File: src/rtl/mem_wb_pipe_pkg.sv
// Shared constants and helpers for the MEM/WB half of the RV32IF pipeline.
package mem_wb_pipe_pkg;

    localparam int unsigned XLEN    = 32;
    localparam int unsigned RADDR_W = 6;

    // Bit 5 of a register address selects the float register file.
    localparam logic [RADDR_W-1:0] FREG_BASE = 6'd32;

    // funct3 encodings for loads and stores (bit 2 = unsigned load).
    localparam logic [2:0] F3_LB  = 3'd0;
    localparam logic [2:0] F3_LH  = 3'd1;
    localparam logic [2:0] F3_LW  = 3'd2;
    localparam logic [2:0] F3_LBU = 3'd4;
    localparam logic [2:0] F3_LHU = 3'd5;

    typedef enum logic [1:0] {
        SZ_BYTE = 2'd0,
        SZ_HALF = 2'd1,
        SZ_WORD = 2'd2
    } acc_size_e;

    // Access size from funct3; unlisted encodings fall back to a full word.
    function automatic acc_size_e f3_size(input logic [2:0] f3);
        case (f3[1:0])
            2'd0:    return SZ_BYTE;
            2'd1:    return SZ_HALF;
            default: return SZ_WORD;
        endcase
    endfunction

endpackage

File: src/rtl/mem_wb_pipe_lsu_align.sv
// Byte-lane store formatting and load extract/extend for a 32-bit data memory.
module lsu_align
    import mem_wb_pipe_pkg::*;
(
    input  logic [2:0]  i_st_f3,
    input  logic [1:0]  i_st_off,
    input  logic [31:0] i_st_data,
    output logic [3:0]  o_st_web,
    output logic [31:0] o_st_di,
    input  logic [2:0]  i_ld_f3,
    input  logic [1:0]  i_ld_off,
    input  logic [31:0] i_ld_raw,
    output logic [31:0] o_ld_data
);

    logic [7:0]  w_ld_byte;
    logic [15:0] w_ld_half;
    logic        w_ld_signed;

    // Store: replicate data across lanes and build active-low byte enables.
    always_comb begin
        o_st_web = 4'h0;
        o_st_di  = i_st_data;
        case (f3_size(i_st_f3))
            SZ_BYTE: begin
                o_st_web = ~(4'b0001 << i_st_off);
                o_st_di  = {4{i_st_data[7:0]}};
            end
            SZ_HALF: begin
                o_st_web = ~(4'b0011 << {i_st_off[1], 1'b0});
                o_st_di  = {2{i_st_data[15:0]}};
            end
            default: ;
        endcase
    end

    // Load: pick the addressed byte/half and sign- or zero-extend.
    always_comb begin
        w_ld_signed = ~i_ld_f3[2];
        case (i_ld_off)
            2'd0:    w_ld_byte = i_ld_raw[7:0];
            2'd1:    w_ld_byte = i_ld_raw[15:8];
            2'd2:    w_ld_byte = i_ld_raw[23:16];
            default: w_ld_byte = i_ld_raw[31:24];
        endcase
        w_ld_half = i_ld_off[1] ? i_ld_raw[31:16] : i_ld_raw[15:0];
        case (f3_size(i_ld_f3))
            SZ_BYTE: o_ld_data = {{24{w_ld_signed & w_ld_byte[7]}}, w_ld_byte};
            SZ_HALF: o_ld_data = {{16{w_ld_signed & w_ld_half[15]}}, w_ld_half};
            default: o_ld_data = i_ld_raw;
        endcase
    end

endmodule

File: src/rtl/mem_wb_pipe.sv
// MEM and WB pipeline registers, data-memory interface, WB forwarding
// selects and load-use hazard detection.
module mem_wb_pipe
    import mem_wb_pipe_pkg::*;
#(
    parameter int unsigned XLEN    = mem_wb_pipe_pkg::XLEN,
    parameter int unsigned RADDR_W = mem_wb_pipe_pkg::RADDR_W
) (
    input  logic               clk,
    input  logic               rst,
    input  logic               stall,
    input  logic [XLEN-1:0]    alu_out_ex,
    input  logic [XLEN-1:0]    rs2_data_ex,
    input  logic [RADDR_W-1:0] rd_addr_ex,
    input  logic               wb_en_ex,
    input  logic               float_wb_en_ex,
    input  logic               mem_rd_ex,
    input  logic               mem_wr_ex,
    input  logic [2:0]         funct3_ex,
    input  logic [RADDR_W-1:0] rs1_addr_id,
    input  logic [RADDR_W-1:0] rs2_addr_id,
    output logic               dm_ce,
    output logic [3:0]         dm_web,
    output logic [XLEN-1:0]    dm_addr,
    output logic [XLEN-1:0]    dm_di,
    input  logic [XLEN-1:0]    dm_do,
    output logic [RADDR_W-1:0] rd_addr_wb,
    output logic               wb_en_wb,
    output logic               float_wb_en_wb,
    output logic [XLEN-1:0]    alu_out_wb,
    output logic               reg1_sel,
    output logic               reg2_sel,
    output logic               load_use_stall
);

    // MEM stage
    logic [XLEN-1:0]    r_m_alu;
    logic [XLEN-1:0]    r_m_rs2;
    logic [RADDR_W-1:0] r_m_rd;
    logic               r_m_wb_en;
    logic               r_m_fwb_en;
    logic               r_m_load;
    logic               r_m_store;
    logic [2:0]         r_m_f3;

    // WB stage
    logic [XLEN-1:0]    r_w_alu;
    logic [RADDR_W-1:0] r_w_rd;
    logic               r_w_wb_en;
    logic               r_w_fwb_en;
    logic               r_w_load;
    logic [2:0]         r_w_f3;
    logic [1:0]         r_w_off;

    logic [3:0]         w_st_web;
    logic [XLEN-1:0]    w_st_di;
    logic [XLEN-1:0]    w_ld_data;
    logic               w_wb_any;
    logic               w_m_dst_any;

    // Capture the EX result into MEM unless the pipeline is held.
    always_ff @(posedge clk or posedge rst) begin
        if (rst) begin
            r_m_alu    <= '0;
            r_m_rs2    <= '0;
            r_m_rd     <= '0;
            r_m_wb_en  <= 1'b0;
            r_m_fwb_en <= 1'b0;
            r_m_load   <= 1'b0;
            r_m_store  <= 1'b0;
            r_m_f3     <= '0;
        end else if (!stall) begin
            r_m_alu    <= alu_out_ex;
            r_m_rs2    <= rs2_data_ex;
            r_m_rd     <= rd_addr_ex;
            r_m_wb_en  <= wb_en_ex;
            r_m_fwb_en <= float_wb_en_ex;
            r_m_load   <= mem_rd_ex;
            r_m_store  <= mem_wr_ex;
            r_m_f3     <= funct3_ex;
        end
    end

    // Advance the MEM entry into WB, keeping the byte offset for load alignment.
    always_ff @(posedge clk or posedge rst) begin
        if (rst) begin
            r_w_alu    <= '0;
            r_w_rd     <= '0;
            r_w_wb_en  <= 1'b0;
            r_w_fwb_en <= 1'b0;
            r_w_load   <= 1'b0;
            r_w_f3     <= '0;
            r_w_off    <= '0;
        end else if (!stall) begin
            r_w_alu    <= r_m_alu;
            r_w_rd     <= r_m_rd;
            r_w_wb_en  <= r_m_wb_en;
            r_w_fwb_en <= r_m_fwb_en;
            r_w_load   <= r_m_load;
            r_w_f3     <= r_m_f3;
            r_w_off    <= r_m_alu[1:0];
        end
    end

    lsu_align u_lsu_align (
        .i_st_f3   (r_m_f3),
        .i_st_off  (r_m_alu[1:0]),
        .i_st_data (r_m_rs2),
        .o_st_web  (w_st_web),
        .o_st_di   (w_st_di),
        .i_ld_f3   (r_w_f3),
        .i_ld_off  (r_w_off),
        .i_ld_raw  (dm_do),
        .o_ld_data (w_ld_data)
    );

    // Memory request issues only in the cycle the MEM entry actually advances,
    // so a stalled access is deferred rather than repeated.
    always_comb begin
        dm_ce   = (r_m_load | r_m_store) & ~stall;
        dm_web  = (r_m_store & dm_ce) ? w_st_web : 4'hF;
        dm_addr = {r_m_alu[XLEN-1:2], 2'b00};
        dm_di   = w_st_di;
    end

    // WB outputs and forwarding selects; x0 never forwards, f0 does.
    always_comb begin
        rd_addr_wb     = r_w_rd;
        wb_en_wb       = r_w_wb_en;
        float_wb_en_wb = r_w_fwb_en;
        alu_out_wb     = r_w_load ? w_ld_data : r_w_alu;
        w_wb_any       = (r_w_wb_en | r_w_fwb_en) & (r_w_rd != '0);
        reg1_sel       = w_wb_any & (rs1_addr_id == r_w_rd);
        reg2_sel       = w_wb_any & (rs2_addr_id == r_w_rd);
    end

    // A load still in MEM cannot be forwarded yet; request a stall on a match.
    always_comb begin
        w_m_dst_any    = (r_m_wb_en | r_m_fwb_en) & (r_m_rd != '0);
        load_use_stall = r_m_load & w_m_dst_any &
                         ((r_m_rd == rs1_addr_id) | (r_m_rd == rs2_addr_id));
    end

endmodule

File: config.mk
export PLATFORM = sky130hd
export DESIGN_NAME = mem_wb_pipe
export DESIGN_NICKNAME = d
export VERILOG_FILES = /design/src/rtl/mem_wb_pipe_pkg.sv /design/src/rtl/mem_wb_pipe_lsu_align.sv /design/src/rtl/mem_wb_pipe.sv
export SDC_FILE = /design/constraint.sdc
export NUM_CORES = 1
export LEC_CHECK = 0
export CAP_MARGIN = 40
export CORE_AREA = 2 2 144 146
export CTS_BUF_LIST = sky130_fd_sc_hd__clkbuf_4
export DETAILED_ROUTE_END_ITERATION = 10
export DIE_AREA = 0 0 146 148
export MAX_ROUTING_LAYER = met4
export SLEW_MARGIN = 20
export SYNTH_ARGS = -nofsm -noshare
export SYNTH_HDL_FRONTEND = slang
export SYNTH_SLANG_ARGS = --single-unit
File: constraint.sdc
create_clock -name clk -period 6.88 [get_ports clk]
set_input_delay 1.032 -clock clk [delete_from_list [all_inputs] [get_ports clk]]
set_output_delay 1.032 -clock clk [all_outputs]
set_load 0.02 [all_outputs]
---- Word level (Yosys, flattened, before mapping) ----
Index checks and enable logic that the tools add are counted.
word-level totals
  register bits after elaboration ......... 123
  input port bits ......................... 124
operators by class
  eq/ne operators ......................... 10
  shift operators ......................... 2
  bitwise gates (word level) .............. 18
  reductions and logical operators ........ 7
  multiplexer cells ....................... 9
operators by type and width
  operator               count
  $pmux W32 S2           2
  $mux W32               1
  $eq A6 B6 Y1           4
  $pmux W8 S3            1
  $mux W16               1
  $reduce_bool A6 Y1     2
  $and A1 B1 Y1          10
  $eq A2 B1 Y1 const B   5
  $logic_not A2 Y1       5
  $not A4 Y4             2
  $pmux W2 S2            2
  $pmux W4 S2            1
  $mux W4                1
  $or A1 B1 Y1           4
  $shl A1 B2 Y4 const A  1
  $shl A2 B2 Y4 const A  1
  $eq A2 B2 Y1 const B   1
  $not A1 Y1             2

---- Depth between registers and ports, before layout ----
Gate-level depths: netlist of run 1.
  depth after elaboration ................. 5
  gate-level depth with buffers ........... 6

---- Hierarchy ----
Synthesis of run 1 repeated with hierarchy kept, for this count alone.
second synthesis, totals
  cell total of the unflattened synthesis .. 535
  area total of the unflattened synthesis .. 6,521.3 µm²
by module, submodules not included
  module       times used  cells each  area each (µm²)
  mem_wb_pipe  1           371         5,456.5
  lsu_align    1           164         1,064.8

---- Worst setup path before layout of run 1 ----
No wires, ideal clock.
  path type ............................... input to output
  start ................................... input dm_do[31]
  end ..................................... output alu_out_wb[22]
  cell stages on the path ................. 5
  required time ........................... 5.848 ns
  path buffers ............................ 1
  setup slack ............................. 3.587 ns
  arrival time ............................ 2.261 ns
  path through ............................ mux4_2 > mux2i_4 > nor4_4 > buf_6 > a221o_1
on the way
  cells in the longest elaborated chain, start to end .. 4
  elaborated cells between the ends (all ways) .. 6
  classes of those cells .................. mux (4); bitwise (2)
ends and longest elaborated chain
  element                                  line                                                      source
  start: declaration                       mem_wb_pipe.sv:26                                         input logic [XLEN-1:0] dm_do,
  $pmux W8 S3 or $mux W16 (tied branches)  mem_wb_pipe_lsu_align.sv:40, mem_wb_pipe_lsu_align.sv:46
  $and A1 B1 Y1 (on tied branches)         mem_wb_pipe_lsu_align.sv:48, mem_wb_pipe_lsu_align.sv:49
  $pmux W32 S2 (*)                         mem_wb_pipe_lsu_align.sv:47                               case (f3_size(i_ld_f3))
  $mux W32 (*)                             mem_wb_pipe.sv:131                                        alu_out_wb = r_w_load ? w_ld_data : r_w_alu;
  end: declaration                         mem_wb_pipe.sv:30                                         output logic [XLEN-1:0] alu_out_wb,
Every way passes the cells marked *; elsewhere a longest branch is shown, timed or not.

---- Worst setup path in the final report of run 1 ----
  start ................................... input dm_do[31]
  end ..................................... output alu_out_wb[18]
Same word-level chain as after synthesis.

==> results.md, run 1 <==
- Family with the most delay on the worst path: buffers and inverters
- Worst setup SP type: input port
- Setup_tns: 0 ns
- Largest net degree at the start of global routing: 66
- Area leader, netlist: dfrtp_1
- Per-cell routed wire length: ~19 um
- Slew HR: between 40 and 50%
- Syn_area_per_cell: between 10 and 15 um2
- Setup CP Type: input port to output port
- Mapped Area: 6360 um2
- Post-synth EDFFs: 0
- Clock skew: roughly 0.014 ns
- Commonest non-fill, non-tap cell in the layout: clkdlybuf4s50_1
- Max Cap Violations: 0
- Achievable Freq: about 220 MHz
- Ports: approximately 240
- Setup ws final: 2.39 ns
- Main area contributors after synthesis: dfrtp_1, mux2_2, buf_4, mux2i_1, a221o_1
- Gr usage total: between 10% and 20%
- Cell internal pwr: about 1.4 mW
- Synthesis-stage register bit count: about 120
- Cell variety after synth: 44
- CTS resizes: 0
- Worst EP arrival: 3.46 ns
- Via density: just under 5
- Most common flop cell mapped by yosys: dfrtp_1
- Min-Delay Path Class: flip-flop to flip-flop
- DRC viols: 0
- Max FO, Critical Path: 16
- Fraction of layout cells with a size suffix above 1: roughly 25%
- Top-area cell type share of the netlist area: a little under half
- Worst-Skew Late Latency: about 0.53 ns
- Setup repair after global routing missed its margin: false
- H-Tree Level Count: 4
- DP HPWL: roughly 14000 um
- Clk root buf: clkbuf_4
- P&R area growth vs syn: 41.7%
- WP buf/inv: 2
- Postcts setup bufs: 0
- Final nets: 840
- DRT iter0 DRCs: about 230
- Crit-path cells: clkdlybuf4s50_1 -> mux4_2 -> mux2i_4 -> nor4_4 -> a221o_1 -> clkdlybuf4s50_1
- Leakage Power: 3.59 nW
- Hold_ws: 0.513 ns
- Via Count: approximately 4900
- Die H: roughly 150 um
- Final ANT Viol Nets: 0
- Max incr delay on CP: 0.64 ns
- Site row count: 52
- Post-synthesis instance total: between 500 and 600
- Buffers on Ports: between 200 and 250
- Cts hold-fix bufs: 0
- Clk pwr share: between 20% and 30%
- WL final: around 19000 um
- CTS sink cnt: ~120
- Final hold vios: 0
- Clock Path Buffers: 2
- Max IR drop VDD: around 0.13 mV
- CP endpoint kind: output port
- Final Critical Period: between 4 and 5 ns
- Ys async rst share: between 90% and 100%
- Antenna violations before repair: 1
- Slew @ Worst Pin: approximately 0.83 ns
- Initial Util: 31.7%
- Tcrit/Tclk final: about two thirds
- Final setup fails: 0
- TritonCTS Buffers: 17
- Die X: approximately 150 um
- Outcome: complete, no violations
- Critical Path Most Common Cell: clkdlybuf4s50_1
- Total grt overflow: 0
- Warnings, synthesis: 0
- Power density cells: ~240 nW/um2
- Total core area: 20000 um2
- Sw power: 0.720 mW
- Fin util: between 40% and 50%
- Sw frac: about 33%
- Most frequent cells in the layout: clkdlybuf4s50_1, mux2_2, dfrtp_1
- First-pass GRT wire length: ~29000 um
- Die ar.: between 20000 and 25000 um2
- Crit-path slowest cell: nor4_4
- CTS tree: done
- Worst-path clk slew: 0.10 ns
- Max-slew violations: 0
- Final RePlAce weighted congestion: approximately 0.84
- Required @ worst endpoint: slightly below 6 ns
- Combinational Power Share: a little over a third
- Drt pass-1 iters: 5
- Vias in the first global route: between 5000 and 6000
- Sequential-to-total area share from yosys stat: a little under half
- Seq pwr share: between 40% and 50%
- DP Worst Slack: roughly 2.4 ns
==> per-stage QoR <==
| stage | total power, mW | std cells | cell area, um2 |
|---|---|---|---|
| after floorplan | 1.32 | 527 | 6360 |
| after global routing | 2.28 | 999 | 9000 |
| after detailed placement | 1.65 | 964 | 8680 |
| final | 2.16 | 999 | 9000 |
| after global placement | 1.64 | 960 | 8610 |
| after CTS | 2.19 | 995 | 8960 |
==> registers in the layout, indices dropped and copies added, names as in the netlist <==
register and count:
rd_addr_wb 6, r_m_alu 32, r_m_rs2 32, r_w_load 1, r_m_store 1, r_w_alu 32, r_m_load 1, r_m_fwb_en 1
r_m_rd 6, r_m_f3 3, wb_en_wb 1, float_wb_en_wb 1, r_m_wb_en 1, r_w_f3 3
==> power by group through the flow <==
stage | combinational [mW] | sequential, mW | clock (mW)
floorplan | 0.451 | 0.864 | 0
global placement | 0.732 | 0.903 | 0
detailed placement | 0.749 | 0.902 | 0
CTS | 0.754 | 0.889 | 0.548
global route | 0.800 | 0.901 | 0.579
finish | 0.752 | 0.888 | 0.524
==> synthesized netlist by cell type (2+ instances only) <==
library cell	n
a211o_1	3
a21oi_1	17
a221o_1	13
a22o_1	8
a22oi_1	8
a311oi_1	4
and3_1	3
buf_1	2
buf_2	2
buf_4	40
buf_6	2
clkbuf_1	27
clkinv_1	2
dfrtp_1	121
inv_1	4
mux2_2	137
mux2i_1	15
nand2_1	17
nand3_1	2
nand4_1	2
nor2_1	17
nor2b_1	4
nor3_1	5
nor4_1	5
o21ai_0	19
o31ai_1	4
or3_1	4
xnor2_1	12
xor2_1	12
==> final timing paths <==
path                        startpoint             end  slack (ns)  cells after the start
setup / recovery             dm_do[31]  alu_out_wb[18]        2.39                      6
hold / removal             r_m_rs2[27]     r_m_rs2[27]        0.51                      1
setup reg to reg             r_m_f3[1]       r_w_f3[1]        5.67                      2
hold reg to reg            r_m_rs2[27]     r_m_rs2[27]        0.51                      1
max in group asynchronous          rst      r_m_alu[2]        4.87                      4
min in group asynchronous          rst     r_m_rs2[22]        0.96                      2
==> layout make-up <==
class | instances | area, um2
well taps | 270 | 338
flip-flops and latches | 121 | 3030
fillers | 1928 | 11000
clock inverters | 14 | 155
clock buffers | 17 | 128
diodes | 1 | 2.50
inverters | 6 | 25.0
repair buffers | 243 | 2460
multi-input cells | 327 | 2870
==> routing by layer <==
layer / GRT usage, % / wire [um]
met5: - / 0
met4: 5.68 / 430
met3: 7.19 / 1670
met2: 28.1 / 8960
met1: 21.0 / 7650
==> cell families after synthesis <==
logic type	count (synthesis)	synth area share, %
and+or+nand+nor	62	4.88
xor gates and xnor gates	24	3.31
buffers and inverters	79	7.30
other	1	0.0590
DFF	121	47.6
muxes	154	27.3
AOI/OAI and AO/OA	85	9.47
Note: power is estimated with default switching activity, not from simulation.
==> run 2: changes to the inputs <==
==> constraint.sdc (replaced) <==
create_clock -name clk -period 3.9 [get_ports clk]
set_input_delay 0.585 -clock clk [delete_from_list [all_inputs] [get_ports clk]]
set_output_delay 0.585 -clock clk [all_outputs]
set_load 0.02 [all_outputs]
==> run 2 against run 1 <==
Effect of this change: register-to-register slack got worse by 2.9 ns; via count increased by 0.61%; final cell count is 0.40% higher; cell area fell by 0.29%; utilization is 0.13 points lower; hold slack worse by 0.013 ns; sequential cell count unchanged; worst setup slack lost 2.1 ns; critical path depth unchanged; critical path type unchanged; critical endpoint is now alu_out_wb[27]; largest cell class unchanged.
==> results.md, run 2 (synthesis results as in run 1) <==
- Area of the multi-input gates: 2870 um2
- Buffers on Ports: roughly 230
- Die ar.: approximately 22000 um2
- DP HPWL: 14200 um
- Final hold vios: 0
- CTS sink cnt: between 100 and 150
- Critical Path Most Common Cell: clkdlybuf4s50_1
- Die H: 148 um
- Min-Delay Path Class: input port to asynchronous set/reset pin
- Crit-path slowest cell: nor4_4
- Worst EP arrival: ~3 ns
- DRT iter0 DRCs: roughly 270
- Final ANT Viol Nets: 0
- TritonCTS Buffers: 17
- WP buf/inv: 2
- WL final: 19000 um
- Slew HR: ~43%
- FF-to-FF End: r_w_f3[0]
- Worst-path clk slew: about 0.12 ns
- Achievable Freq: 278 MHz
- CTS resizes: 0
- Setup slack, reg-to-reg: about 2.8 ns
- Max IR drop VDD: between 0.2 and 0.25 mV
- Grt met1 use: ~23%
- Final nets: ~840
- Setup_tns: 0 ns
- Commonest non-fill, non-tap cell in the layout: clkdlybuf4s50_1
- P&R area growth vs syn: 41.2%
- Final setup fails: 0
- Setup CP Type: input port to output port
- Total core area: 20000 um2
- Most crowded layer after global routing: met2
- Most frequent cells in the layout: clkdlybuf4s50_1, mux2_2, dfrtp_1
- Total grt overflow: 0
- Worst setup SP type: input port
- Antenna violations before repair: 2
- Via density: around 5
- Clock Path Buffers: 2
- M3 GR Usage: under 10%
- Per-cell routed wire length: 19.0 um
- Slew @ Worst Pin: approximately 0.85 ns
- Ports: 236
- Max-slew violations: 0
- Fin util: roughly 45%
- Required @ worst endpoint: 3.31 ns
- Largest net degree at the start of global routing: 69
- Max FO, Critical Path: 16
- Power density cells: between 400 and 500 nW/um2
- First-pass GRT wire length: between 20000 and 30000 um
- Setup repair after global routing missed its margin: false
- Met2 Resource Use GR: between 20% and 30%
- Crit-path cells: clkdlybuf4s50_1 -> mux4_2 -> mux2i_4 -> nor4_4 -> a221o_1 -> clkdlybuf4s50_1
- Drt pass-1 iters: 4
- Total chip power: 3.81 mW
- Clk root buf: clkbuf_4
- Vias in the first global route: 5278
- Gr usage total: 18.3%
- DRC viols: 0
- CP endpoint kind: output port
- Die X: about 150 um
- Tcrit/Tclk final: 92.2%
- Leakage Power: roughly 3.6 nW
- Outcome: complete, no violations
- Initial Util: a little under a third
- Postcts setup bufs: 0
- Cts hold-fix bufs: 0
- Final RePlAce weighted congestion: around 0.86
- Clock skew: ~0.015 ns
- H-Tree Level Count: 4
- Fraction of layout cells with a size suffix above 1: roughly 25%
- Storage element area: a little over 3000 um2
- FILL cells: about 1900
- R2r worst-path depth: 2
- Via Count: just under 5000
- Site row count: 52
- Reg-to-Reg Start: r_m_f3[0]
- CTS tree: done
- Family with the most delay on the worst path: buffers and inverters
- Final Critical Period: about 3.6 ns
- Biggest regs: r_m_alu (32), r_m_rs2 (32), r_w_alu (32)
- Worst-Skew Late Latency: around 0.54 ns
- Max incr delay on CP: about 0.64 ns
- Max Cap Violations: 0
## run 2: changes by cell type in the layout (fill, tap and decap cells not counted), sizes merged
cell and delta:
buf +2, bufinv -1, clkbuf +1, clkinv +2, clkinvlp -2, diode +1, inv +1
## run 2: worst max-delay path by stage
stage                    start        endpoint  depth (start not counted)
floorplan                  rst  float_wb_en_wb                          1
global placement     dm_do[15]  alu_out_wb[27]                          6
detailed placement   dm_do[15]  alu_out_wb[19]                          6
CTS                 r_w_alu[1]  alu_out_wb[19]                          5
global route        r_w_alu[1]  alu_out_wb[19]                          5
finish               dm_do[15]  alu_out_wb[27]                          6
## run 2: report_power, final
part	internal (mW)	switching, mW
Clock	0.390	0.520
Sequential	1.40	0.151
Combinational	0.710	0.633
Total	2.50	1.30
## run 2: final cells by class
class	instances	share of cell area [%]
Antenna cell	2	0.0557
Clock buffer	18	1.51
Clock inverter	14	1.63
Inverter	6	0.279
Multi-Input combinational cell	327	31.9
Sequential cell	121	33.7
Tap cell	270	3.76
Timing Repair Buffer	245	27.1
## run 2: per-layer routing
metal / part of all wire, % / wire [um]
met3: 7.0 / 1330
met4: 2.7 / 514
met1: 43 / 8200
met5: 0 / 0
met2: 47 / 9010
## run 2: stage by stage
step                      cell area [um2]  worst slack (ns)  cells  hold WS (ns)
after floorplan                      6360             0.101    527         0.474
after global placement               8690             0.410    969         0.482
after global routing                 8980             0.138   1003         0.513
after CTS                            8970             0.276   1001         0.475
final                                8980             0.304   1003         0.500
after detailed placement             8690             0.320    969         0.493
## run 2: worst reg2reg max path, cell delays in order, from the launching register on
cell and delay [ns]:
dfrtp_1 0.74, inv_1 0.16, o21ai_0 0.17
==> run 3: changes to the inputs <==
--- a/config.mk
+++ b/config.mk
@@ -15,3 +15,4 @@
 export SYNTH_ARGS = -nofsm -noshare
 export SYNTH_HDL_FRONTEND = slang
 export SYNTH_SLANG_ARGS = --single-unit
+export TNS_END_PERCENT = 20
==> constraint.sdc (replaced) <==
create_clock -name clk -period 3.2 [get_ports clk]
set_input_delay 0.48 -clock clk [delete_from_list [all_inputs] [get_ports clk]]
set_output_delay 0.48 -clock clk [all_outputs]
set_load 0.02 [all_outputs]
==> run 3 against run 2 <==
Effect of this change: combinational power up 20%; power increased by 20%; first-iteration DRC count fell by 17%; die area is the same; routed wire length shrank 0.57%; clock power grew 17%; cell area is 1.0% higher; utilization grew 0.47 points; global-route usage shrank 0.24 points; clock-buffer cell count decreased by 1; final cell count increased by 1.0%; critical path depth is the same; highest routed layer unchanged.
==> results.md, run 3 (synthesis results as in run 1) <==
- Outcome: complete, no violations
- Total chip power: about 4.6 mW
- Reg-to-Reg Start: r_m_f3[1]
- WP depth: 6
- Vias in the first global route: roughly 5200
- CTS sink cnt: around 120
- Setup_tns: 0 ns
- Via Count: approximately 5000
- Final Non-Filler Cells: roughly 1000
- Final Critical Period: between 3 and 4 ns
- DP Worst Slack: -0.189 ns
- Leakage Power: around 3.7 nW
- FILL cells: between 1500 and 2000
- Achievable Freq: 317 MHz
- TritonCTS Buffers: 17
- Ports: approximately 240
- Critical Path Most Common Cell: buf_4
- WP buf/inv: 3
- Total core area: approximately 20000 um2
- Design Area, Final: a little over 9000 um2
- Antenna violations before repair: 2
- Clock Path Buffers: 2
- Max Cap Violations: 0
- Per-cell routed wire length: between 15 and 20 um
- Drt pass-1 iters: 4
- Placed Instances: just under 1000
- Slew HR: between 50 and 60%
- Max IR drop VDD: 0.225 mV
- WL final: between 15000 and 20000 um
- Die X: between 100 and 150 um
- Final nets: about 850
- Family with the most delay on the worst path: buffers and inverters
- H-Tree Level Count: 4
- Commonest non-fill, non-tap cell in the layout: clkdlybuf4s50_1
- Post-DP Area: 8740 um2
- Die ar.: ~22000 um2
- Final setup fails: 0
- Setup repair after global routing missed its margin: true
- Setup CP Type: flip-flop to output port
- First-pass GRT wire length: 29300 um
- Via density: 4.87
- Worst-path clk slew: approximately 0.11 ns
- R2r worst-path depth: 2
- Min-Delay Path Class: input port to asynchronous set/reset pin
- Power density cells: about 500 nW/um2
- Total grt overflow: 0
- Die H: 148 um
- Clock skew: 0.0158 ns
- Setup ws final: 0.0430 ns
- Final RePlAce weighted congestion: approximately 0.9
- DRT iter0 DRCs: 227
- Crit-path slowest cell: clkdlybuf4s50_1
- Tcrit/Tclk final: a little over nine tenths
- Crit path launch: r_w_f3[1]
- DP HPWL: ~14000 um
- CP endpoint kind: output port
- Max FO, Critical Path: 12
- Slew @ Worst Pin: a little under 0.7 ns
- Buffers on Ports: 233
- Initial Util: between 30% and 40%
- Max incr delay on CP: between 0.6 and 0.7 ns
- Biggest regs: r_m_alu (32), r_m_rs2 (32), r_w_alu (32)
- Largest net degree at the start of global routing: between 100 and 150
- P&R area growth vs syn: 42.7%
- DRC viols: 0
- Final hold vios: 0
- Area of the multi-input gates: roughly 2900 um2
- CTS tree: done
- Worst setup SP type: flip-flop
- Worst-Skew Late Latency: about 0.53 ns
- Storage element area: 3030 um2
- Required @ worst endpoint: roughly 2.7 ns
- Site row count: 52
- Crit-path cells: buf_4 -> nor3_1 -> a21oi_2 -> buf_4 -> a21oi_1 -> clkdlybuf4s50_1
- Max-slew violations: 0
- Final ANT Viol Nets: 0
- Fraction of layout cells with a size suffix above 1: a little over a quarter
- Worst EP arrival: approximately 2.7 ns
- Clk root buf: clkbuf_4
- Gr usage total: 18.1%
- Most frequent cells in the layout: clkdlybuf4s50_1, mux2_2, dfrtp_1
run 3: changes by cell type in the layout (fill, tap and decap cells not counted), sizes merged, moves of 2 or more:
| cell | previous run | this run |
|---|---|---|
| clkdlybuf4s50 | 232 | 205 |
| buf | 13 | 23 |
| dlymetal6s2s | 0 | 3 |
| clkdlybuf4s15 | 0 | 2 |
| inv | 7 | 9 |
| clkinvlp | 1 | 5 |
| dlygate4sd2 | 0 | 22 |
| clkinv | 10 | 6 |
run 3: power by group:
group          switching, mW  internal [mW]  total (mW)
clock                  0.672          0.401        1.07
combinational          0.770          0.839        1.61
sequential             0.189           1.71        1.90
run 3: layout make-up:
| type | instances | area share (%) |
|---|---|---|
| well taps | 270 | 3.72 |
| clock buffers | 17 | 1.41 |
| diodes | 2 | 0.0552 |
| flip-flops and latches | 121 | 33.4 |
| clock inverters | 15 | 1.54 |
| inverters | 6 | 0.372 |
| multi-input cells | 327 | 31.8 |
| repair buffers | 255 | 27.7 |
run 3: timing repair:
item / CTS / global route
endpoints found under the hold margin: 0 / 0
hold buffers: 0 / 0
setup endpoints to repair: 31 / 10
gates resized for setup: 28 / 9
setup buffers: 2 / 3
pin swaps: 1 / 0
run 3: path summary, 6_finish.rpt:
path,endpoint,slack (ns)
max in group asynchronous,r_w_alu[14],2.14
min,r_m_alu[8],0.21
max reg2reg,r_m_f3[1],2.01
min in group clk,r_w_f3[0],0.37
min reg2reg,r_m_rs2[16],0.52
max,alu_out_wb[15],0.04
run 3: through the flow:
step	util [%]	hold WS, ns
6_report	45.3	0.205
5_1_grt	45.3	0.145
4_1_cts	45.0	0.130
3_5_place_dp	43.6	0.492
3_3_place_gp	43.6	0.484
2_1_floorplan	-	0.474
run 3: worst register-to-register path, cell delays in order, from the launching register on:
cell and delay [ns]:
dfrtp_1 0.53, buf_4 0.28, mux2_2 0.29
run 3: layer usage:
layer | track usage (%) | vias to the layer above | share of wire, % | wire, um
met2 | 28.5 | 214 | 48 | 9040
met3 | 6.60 | 17 | 8.6 | 1630
met4 | 4.81 | 0 | 0.93 | 177
met1 | 22.1 | 2418 | 43 | 8090
met5 | - | - | 0 | 0
li1 | - | 2283 | - | -
